**src/rtl/wb_host_pkg.sv**
```systemverilog
// Shared types and constants for the Wishbone host master.
package wb_host_pkg;

    localparam int unsigned WB_AW = 32;
    localparam int unsigned WB_DW = 32;
    localparam int unsigned WB_SW = 4;
    localparam int unsigned ST_W  = 2;

    typedef enum logic [1:0] {
        IDLE = 2'd0,
        BUS  = 2'd1,
        RESP = 2'd2
    } state_e;

    localparam logic [ST_W-1:0] ST_OK      = 2'b00;
    localparam logic [ST_W-1:0] ST_TIMEOUT = 2'b01;

    // Command latched at acceptance and held on the bus for the whole cycle.
    typedef struct packed {
        logic             we;
        logic [WB_AW-1:0] adr;
        logic [WB_DW-1:0] dat;
        logic [WB_SW-1:0] sel;
    } cmd_t;

endpackage

```
**src/rtl/wb_host_timer.sv**
```systemverilog
// Saturating bus-cycle timer; flags expiry on the last allowed stb cycle.
module wb_host_timer #(
    parameter int unsigned TIMEOUT_CYCLES = 255,
    parameter int unsigned TW             = 8
) (
    input  logic wb_clk_i,
    input  logic wb_rst_i,
    input  logic i_clr,
    input  logic i_en,
    output logic o_expire
);

    logic [TW-1:0] r_cnt;

    // Count enabled cycles, holding at all-ones instead of wrapping.
    always_ff @(posedge wb_clk_i) begin
        if (wb_rst_i || i_clr) begin
            r_cnt <= '0;
        end else if (i_en && (r_cnt != '1)) begin
            r_cnt <= r_cnt + TW'(1);
        end
    end

    assign o_expire = (r_cnt == TW'(TIMEOUT_CYCLES - 1));

endmodule

```
**src/rtl/wb_host_master.sv**
```systemverilog
// Single-outstanding Wishbone classic initiator with valid/ready command and response channels.
module wb_host_master
    import wb_host_pkg::*;
#(
    parameter int unsigned TIMEOUT_CYCLES = 255,
    parameter int unsigned TW             = 8
) (
    input  logic             wb_clk_i,
    input  logic             wb_rst_i,
    input  logic             cmd_valid_i,
    output logic             cmd_ready_o,
    input  logic             cmd_we_i,
    input  logic [WB_AW-1:0] cmd_adr_i,
    input  logic [WB_DW-1:0] cmd_dat_i,
    input  logic [WB_SW-1:0] cmd_sel_i,
    output logic             rsp_valid_o,
    input  logic             rsp_ready_i,
    output logic [WB_DW-1:0] rsp_dat_o,
    output logic [ST_W-1:0]  rsp_status_o,
    output logic             wbm_cyc_o,
    output logic             wbm_stb_o,
    output logic             wbm_we_o,
    output logic [WB_SW-1:0] wbm_sel_o,
    output logic [WB_AW-1:0] wbm_adr_o,
    output logic [WB_DW-1:0] wbm_dat_o,
    input  logic             wbm_ack_i,
    input  logic [WB_DW-1:0] wbm_dat_i,
    output logic             spurious_ack_o
);

    state_e           r_state;
    state_e           w_state_nxt;
    cmd_t             r_cmd;
    logic [WB_DW-1:0] r_rsp_dat;
    logic [ST_W-1:0]  r_rsp_status;
    logic             r_spurious;

    logic w_accept;
    logic w_done_ok;
    logic w_done_to;
    logic w_timer_clr;
    logic w_timer_en;
    logic w_expire;

    // Timeout timer exists only when a timeout is configured.
    generate
        if (TIMEOUT_CYCLES > 0) begin : g_timer
            wb_host_timer #(
                .TIMEOUT_CYCLES (TIMEOUT_CYCLES),
                .TW             (TW)
            ) u_timer (
                .wb_clk_i (wb_clk_i),
                .wb_rst_i (wb_rst_i),
                .i_clr    (w_timer_clr),
                .i_en     (w_timer_en),
                .o_expire (w_expire)
            );
        end else begin : g_no_timer
            assign w_expire = 1'b0;
        end
    endgenerate

    // State register.
    always_ff @(posedge wb_clk_i) begin
        if (wb_rst_i) begin
            r_state <= IDLE;
        end else begin
            r_state <= w_state_nxt;
        end
    end

    // Next-state and control decode; ack takes priority over timeout expiry.
    always_comb begin
        w_state_nxt = r_state;
        w_accept    = 1'b0;
        w_done_ok   = 1'b0;
        w_done_to   = 1'b0;
        w_timer_clr = 1'b0;
        w_timer_en  = 1'b0;
        case (r_state)
            IDLE: begin
                if (cmd_valid_i) begin
                    w_accept    = 1'b1;
                    w_timer_clr = 1'b1;
                    w_state_nxt = BUS;
                end
            end
            BUS: begin
                if (wbm_ack_i) begin
                    w_done_ok   = 1'b1;
                    w_state_nxt = RESP;
                end else if (w_expire) begin
                    w_done_to   = 1'b1;
                    w_state_nxt = RESP;
                end else begin
                    w_timer_en  = 1'b1;
                end
            end
            RESP: begin
                if (rsp_ready_i) begin
                    w_state_nxt = IDLE;
                end
            end
            default: begin
                w_state_nxt = IDLE;
            end
        endcase
    end

    // Command latch, response capture and sticky spurious-ack flag.
    always_ff @(posedge wb_clk_i) begin
        if (wb_rst_i) begin
            r_cmd        <= '0;
            r_rsp_dat    <= '0;
            r_rsp_status <= ST_OK;
            r_spurious   <= 1'b0;
        end else begin
            if (w_accept) begin
                r_cmd.we  <= cmd_we_i;
                r_cmd.adr <= cmd_adr_i;
                r_cmd.dat <= cmd_dat_i;
                r_cmd.sel <= cmd_sel_i;
            end
            if (w_done_ok) begin
                r_rsp_dat    <= r_cmd.we ? '0 : wbm_dat_i;
                r_rsp_status <= ST_OK;
            end else if (w_done_to) begin
                r_rsp_dat    <= '0;
                r_rsp_status <= ST_TIMEOUT;
            end
            if (wbm_ack_i && (r_state != BUS)) begin
                r_spurious <= 1'b1;
            end
        end
    end

    assign cmd_ready_o    = (r_state == IDLE);
    assign rsp_valid_o    = (r_state == RESP);
    assign wbm_cyc_o      = (r_state == BUS);
    assign wbm_stb_o      = (r_state == BUS);
    assign wbm_we_o       = r_cmd.we;
    assign wbm_adr_o      = r_cmd.adr;
    assign wbm_dat_o      = r_cmd.dat;
    assign wbm_sel_o      = r_cmd.sel;
    assign rsp_dat_o      = r_rsp_dat;
    assign rsp_status_o   = r_rsp_status;
    assign spurious_ack_o = r_spurious;

endmodule

```
**config.mk**
```make
export PLATFORM = sky130hd
export DESIGN_NAME = wb_host_master
export DESIGN_NICKNAME = d
export VERILOG_FILES = /design/src/rtl/wb_host_pkg.sv /design/src/rtl/wb_host_timer.sv /design/src/rtl/wb_host_master.sv
export SDC_FILE = /design/constraint.sdc
export NUM_CORES = 1
export LEC_CHECK = 0
export ABC_AREA = 1
export CAP_MARGIN = 20
export CORE_ASPECT_RATIO = 0.75
export CORE_UTILIZATION = 40
export DETAILED_ROUTE_END_ITERATION = 10
export PLACE_DENSITY = 0.79
export SETUP_SLACK_MARGIN = 0.5
export SKIP_LAST_GASP = 1
export SLEW_MARGIN = 20
export SYNTH_ARGS = -nofsm -noshare
export SYNTH_HDL_FRONTEND = slang
export SYNTH_SLANG_ARGS = --single-unit
```
**constraint.sdc**
```tcl
create_clock -name wb_clk_i -period 3.11 [get_ports wb_clk_i]
set_input_delay 0.4665 -clock wb_clk_i [delete_from_list [all_inputs] [get_ports wb_clk_i]]
set_output_delay 0.4665 -clock wb_clk_i [all_outputs]
set_load 0.005 [all_outputs]
```
==> impl_summary.txt <==
----------------------------------------------------
[Outcome]
  Status ... complete, no violations

[Layout]
  Area grow syn2layout ... 63.7%
  Number of diodes ... 0
  Number of fillers in the final layout ... 825
  Nets@finish ... 846
  Storage cell area ... 0.00226 sq mm
  Area of the multi-input gates ... 0.00172 sq mm
  Fraction of final layout cells with drive strength greater than 1 ... 6.40%
  Final instance area ... 0.00693 sq mm

[Power]
  Switch Pwr ... 0.000907 W
  Share of power burned in registers ... 40.4%
  Power share of the combinational group ... 14.9%
  P_leak ... 2.62 nW
  Clock Power Share ... 44.7%
  Total power density per cell area ... 572 mW/mm^2
  Share of total power consumed by net switching ... 22.9%
  Cell internal pwr ... 0.00306 W
  Worst supply voltage drop on vdd ... 0.379 mV

[Synth]
  Cell area after synthesis ... 0.00424 sq mm
  Synthesized Nets ... 647
  Top cells by area in the synthesized netlist ... sky130_fd_sc_hd__dfxtp_1, sky130_fd_sc_hd__nor2_1, sky130_fd_sc_hd__o21ai_0
  Number of flops mapped to enable cells by yosys ... 0
  Most repeated cell in the gate-level netlist after synthesis ... sky130_fd_sc_hd__nor2_1
  Cell count after synthesis ... 539
  Synthesized flop and latch total ... 113
  Post-synth top area cell ... sky130_fd_sc_hd__dfxtp_1
  Most frequently used flop master after synthesis ... sky130_fd_sc_hd__dfxtp_1
  Per-instance average area after synthesis ... 7.86 sq um
  Share of Yosys cell area claimed by the top area cell type ... 53.4%
  Count of warnings emitted by yosys ... 0
  Sequential fraction of the synthesis area ... 53.4%
  Async SR Flop Fraction ... 0%
  Unique cell type count in the Yosys netlist ... 27
  Commonest cells post-synth ... sky130_fd_sc_hd__nor2_1, sky130_fd_sc_hd__dfxtp_1, sky130_fd_sc_hd__o21ai_0

[Place]
  Post-place instance area ... 0.00638 sq mm
  Detail Placement HPWL ... 8280 um
  PortBufs ... 212
  Gp weighted congestion ... 0.766
  DP Worst Slack ... 0.901 ns

[STA]
  Final hold slack ... 0.457 ns
  Highest attainable clock frequency ... 0.516 GHz
  Final setup violation count ... 0
  Final worst clock skew ... 0.00789 ns
  Number of hold violations in the final report ... 0
  Final-report max-slew violation count ... 0
  Remaining max-slew budget at the tightest pin ... 56.8%
  Final worst-path cycle share ... 62.3%
  Final setup margin ... 1.17 ns
  Fin crit period ... 1.94 ns
  Worst Max-Slew Pin Slew ... 0.647 ns
  Unrepaired setup endpoints after global routing ... false
  Setup TNS after final layout ... 0 ns

[Drt]
  Detailed-routing wirelength on met1 ... 4730 um
  Vias/cell ... 4.86
  Length of routed met2 wiring ... 5820 um
  Final routed wire length divided by cell count ... 13.5 um
  Length of routed met3 wiring ... 1130 um
  1st-pass router iterations ... 4
  Number of DRC markers after the initial detailed-route iteration ... 157
  Total Routed Length ... 12,000 um
  Overall via count from detail_route ... 4,306
  DRC violations left ... 0
  Remaining antenna violation count after routing ... 0
  Uppermost layer routed ... met4

[GRT]
  Via count of the first global-routing pass ... 4,197
  Initial antenna violation count ... 0
  Total global routing overflow ... 0
  Pin count of the biggest net entering global routing ... 71
  Global routing usage summed across all routing layers ... 22.4%
  First-pass GRT wire length ... 19,400 um

[Setup path]
  Arrival time reported for the critical path endpoint ... 1.47 ns
  Cell with the biggest individual delay on the critical path ... sky130_fd_sc_hd__clkdlybuf4s50_1
  Crit-path cells ... inv_1, nand2_2, inv_2, clkdlybuf4s50_1
  Setup Crit Path Kind ... register to output port
  Start of the worst register-to-register path ... r_state[1]
  Nature of the critical path endpoint ... output port
  Maximum fanout encountered on the critical timing path ... 3
  Launch point of the critical path ... r_state[1]
  Required @ worst endpoint ... 2.64 ns
  Crit path launch type ... register
  Highest cell delay on the worst timing path ... 0.50 ns

[Clock network]
  Source-to-sink clock delay at the later pin of the worst-skew pair ... 0.40 ns
  Number of sinks driven by the clock tree ... 113
  Post-CTS sizing ... 0
  Buffer depth of the longest clock path ... 2
  Cell chosen for the clock root ... sky130_fd_sc_hd__clkbuf_16
  Hold buffers post-CTS ... 0
  Maximum level of the CTS H-tree ... 4
  Buffers inserted during post-CTS setup optimization ... 0
  TritonCTS clock tree ... yes
  Clock transition at the registers of the reported paths ... 0.05 ns
  Clock buffers created by TritonCTS ... 17

[Floorplanning]
  Die H ... 91.1 um
  Full die area ... 0.0110 sq mm
  Core ar. ... 0.0103 sq mm
  # rows ... 32
  Effective utilization at floorplan ... 41.2%
  Die Span X ... 121 um
  I/O pin count ... 214

[Flow run]
  Number of maximum-capacitance violations ... 0

[Min path]
  Class of the tightest hold or removal check ... register to register
  Worst Min Path Start ... rsp_status_o[0]

----------------------------------------------------
placed cells by master, fill, tap and decap left out, drive strengths merged, types with 2 or more instances in the layout:
master	instances
buf	4
ha	2
nor2	151
nand2	67
nand3b	2
xnor2	2
clkinv	4
dfxtp	113
a21oi	43
o21ai	70
clkdlybuf4s50	212
nand3	36
inv	12
clkbuf	27
metal layers:
metal | vias to the layer above | global-route usage [%]
met5 | - | 0
met4 | 0 | 11.4
met3 | 27 | 8.54
met2 | 169 | 39.2
met1 | 1963 | 23.2
li1 | 2147 | -
per-stage QoR:
step                std cells  total power, W  util [%]
floorplan                 539         0.00185         -
global placement          855         0.00221      62.0
detailed placement        855         0.00222      62.0
CTS                       886         0.00401      67.4
global route              886         0.00413      67.4
finish                    886         0.00397      67.4
worst max-delay path, delay by kind of cell, from the launching register on:
family	cells	cell delay, ns
buf+inv	3	0.69
flops	1	0.30
simple gates	1	0.09
flip-flops by register name, summed over array words and instances (netlist names):
signal                 cells
spurious_ack_o             1
r_state                    2
g_timer.u_timer.r_cnt      8
wbm_sel_o                  4
rsp_status_o               1
wbm_we_o                   1
rsp_dat_o                 32
wbm_adr_o                 32
wbm_dat_o                 32
cell families (layout without fill, tap and decap cells):
logic type | after synthesis | in the layout | synth area share [%]
and+or+nand+nor | 257 | 257 | 25.8
other | 1 | 1 | 0.0885
DFF | 113 | 113 | 53.4
xor gates and xnor gates | 3 | 3 | 0.620
buffers and inverters | 49 | 260 | 5.97
AOI/OAI and AO/OA | 114 | 114 | 13.5
adders and majority gates | 2 | 2 | 0.591
area by class of cell:
class | count | share of cell area (%)
multi-input combinational | 377 | 24.8
tap | 136 | 2.45
sequential | 113 | 32.6
timing repair buffer | 216 | 31.4
clock buffer | 27 | 7.69
clock inverter | 4 | 0.325
inverter | 13 | 0.704
power by group through the flow:
stage	clock (W)	sequential (W)	combinational (W)
6_report	0.00177	0.00160	0.000590
5_1_grt	0.00187	0.00161	0.000647
4_1_cts	0.00181	0.00160	0.000596
3_5_place_dp	0	0.00163	0.000592
3_3_place_gp	0	0.00163	0.000579
2_1_floorplan	0	0.00164	0.000207
path summary, 6_finish.rpt:
kind,endpoint,slack [ns],cells after the start
max,wbm_stb_o,1.17,4
min reg2reg,rsp_status_o[0],0.46,2
max reg2reg,rsp_dat_o[14],1.46,7
min,rsp_status_o[0],0.46,2
Power figures use the tool's default switching activity.
==> RTL change: new RTL, same settings <==
`WB_AW`: 32 -> 16.
--- a/src/rtl/wb_host_pkg.sv
+++ b/src/rtl/wb_host_pkg.sv
@@ -1,7 +1,7 @@
 // Shared types and constants for the Wishbone host master.
 package wb_host_pkg;
 
-    localparam int unsigned WB_AW = 32;
+    localparam int unsigned WB_AW = 16;
     localparam int unsigned WB_DW = 32;
     localparam int unsigned WB_SW = 4;
     localparam int unsigned ST_W  = 2;
Interface: changed (resized cmd_adr_i and wbm_adr_o); port bits go from 214 to 182. No check against the original RTL was run, so the function may have changed too.
==> RTL change against the unedited design <==
Sequential cell count down 16. Total power fell by 25%. Synthesized area is 11% lower. Routed wire length is 14% lower. Worst setup slack improved by 11 ps. Clock power is 36% lower. Cell area shrank 15%. Global-route usage fell by 1.2 points. Critical endpoint unchanged.
==> RTL change: results (changes against the unedited design) <==
[metrics] arithmetic-cell share of the synthesized area counting full adders, half adders and majority gates: 0.662% (was 0.591%)
[metrics] DP HPWL: 7180 um (was 8280 um)
[metrics] final weighted congestion of routability-driven global placement: 0.742 (was 0.766)
[metrics] DP Worst Slack: 915 ps (was 901 ps)
[metrics] dominant delay contributor by cell family on the critical path: buffers and inverters (unchanged)
[metrics] count of cell types in the netlist: 28 (was 27)
[metrics] layout cells sized above 1: 9.22% (was 6.40%)
[metrics] Hold Crit Class: reg -> reg (unchanged)
[metrics] worst reg-to-reg setup slack: 1380 ps (was 1460 ps)
[metrics] outcome: finished clean (unchanged)
[metrics] cell leakage power: 2.17 nW (was 2.62 nW)
[metrics] total via count after detailed routing: 3676 (was 4306)
[metrics] most instantiated cells after synthesis: nor2_1, dfxtp_1, o21ai_0, nand2_1, nand3_1 (was nor2_1, dfxtp_1, o21ai_0, nand2_1, a21oi_1)
[metrics] # placed instances: 752 (was 855)
[metrics] met1 routed wirelength after detailed routing: 4360 um (was 4730 um)
[metrics] reg-to-reg endpoint: rsp_dat_o[25]$_SDFFE_PP0P_ (was rsp_dat_o[14]$_SDFFE_PP0P_)
[metrics] number of H-tree levels: 3 (was 4)
[metrics] number of standard cells in the final layout excluding fillers: 768 (was 886)
[metrics] Min Clock Period, post-route: 1930 ps (was 1940 ps)
[metrics] cell types with the largest area share after synthesis: dfxtp_1, nor2_1, o21ai_0 (unchanged)
[metrics] number of buffer cells added on primary ports: 180 (was 212)
[metrics] Clock transition at path regs: 70 ps (was 50 ps)
[metrics] detailed-route wire length per cell: 13.3 um (was 13.5 um)
[metrics] routed wire length on met2: 4600 um (was 5820 um)
[metrics] antenna violations before repair: 0 (unchanged)
[metrics] post-synth net total: 561 (was 647)
[metrics] pin count of the biggest net entering global routing: 55 (was 71)
[metrics] Synth Area in Compound Gates: 14.3% (was 13.5%)
[metrics] clock insertion delay at the later pin of the skew report: 340 ps (was 400 ps)
[metrics] number of cells traversed by the worst register-to-register path: 6 (was 7)
[metrics] launch point of the worst path: r_state[0]$_SDFFE_PP0P_ (was r_state[1]$_SDFFE_PP0P_)
[metrics] Met3 Routed Length: 1090 um (was 1130 um)
[metrics] synthesized instance count: 469 (was 539)
[metrics] xor/xnor cell area share of the yosys netlist: 0.695% (was 0.620%)
[metrics] number of buffers added by the clock tree synthesis step: 9 (was 17)
[metrics] highest ir drop seen on vdd: 392 uV (was 379 uV)
[metrics] number of DRC violations after detailed-routing iteration 0: 229 (was 157)
[metrics] Worst Max-Slew Pin Slew: 552 ps (was 647 ps)
[metrics] sequential cell area fraction in the yosys report: 51.4% (was 53.4%)
[metrics] count of fill cells added during filler insertion: 766 (was 825)
[metrics] biggest fanout along the worst timing path: 3 (unchanged)
[metrics] all-layer global routing usage: 21.2% (was 22.4%)
[metrics] number of global-route vias before repair: 3474 (was 4197)
[metrics] root buf cell: clkbuf_16 (unchanged)
[metrics] standard cell area after detailed placement: 5600 um2 (was 6380 um2)
-- RTL change: changes by cell type after synthesis, sizes merged --
cell	change
buf	-3
clkbuf	-3
dfxtp	-16
nor2	-32
o21ai	-16
-- RTL change: metal layers --
metal  GRT usage [%]  up-vias
li1                -     1847
met1            25.5     1667
met2            33.6      147
met3            9.44       15
met4            7.79        0
met5               0        -
-- RTL change: area by class of cell --
class                           count  area, um2  share of cell area (%)
Clock buffer                       11        243                    4.11
Clock inverter                      5       62.6                    1.06
Inverter                           13       48.8                   0.826
Multi-Input combinational cell    329       1610                    27.3
Sequential cell                    97       1940                    32.9
Tap cell                          128        160                    2.71
Timing Repair Buffer              185       1840                    31.1
-- RTL change: power breakdown --
part / switching (mW) / internal (mW) / total, mW
clock: 0.477 / 0.651 / 1.13
sequential: 0.0438 / 1.32 / 1.37
combinational: 0.202 / 0.292 / 0.494
-- RTL change: worst min-delay path, stage by stage, from the launching register on --
cell     delay, ps
dfxtp_1        320
inv_1           60
a21oi_2         50
-- RTL change: cells by family after synthesis --
| group | after synthesis |
|---|---|
| simple gates | 225 |
| compound gates | 98 |
| flops | 97 |
| buf+inv | 43 |
| xor+xnor | 3 |
| fa+ha+maj | 2 |
| other cells | 1 |
-- RTL change: stage by stage --
step / util (%) / hold slack [ps]
after floorplan: - / 455
after global placement: 61.4 / 449
after detailed placement: 61.4 / 453
after CTS: 64.7 / 466
after global routing: 64.7 / 498
final: 64.7 / 472
-- RTL change: worst min path at each step --
| stage | startpoint | to | depth (start not counted) |
|---|---|---|---|
| floorplan | rsp_status_o[0]$_SDFFE_PP0P_ | rsp_status_o[0]$_SDFFE_PP0P_ | 2 |
| global placement | rsp_status_o[0]$_SDFFE_PP0P_ | rsp_status_o[0]$_SDFFE_PP0P_ | 2 |
| detailed placement | rsp_status_o[0]$_SDFFE_PP0P_ | rsp_status_o[0]$_SDFFE_PP0P_ | 2 |
| CTS | rsp_status_o[0]$_SDFFE_PP0P_ | rsp_status_o[0]$_SDFFE_PP0P_ | 2 |
| global route | rsp_status_o[0]$_SDFFE_PP0P_ | rsp_status_o[0]$_SDFFE_PP0P_ | 2 |
| finish | rsp_status_o[0]$_SDFFE_PP0P_ | rsp_status_o[0]$_SDFFE_PP0P_ | 2 |
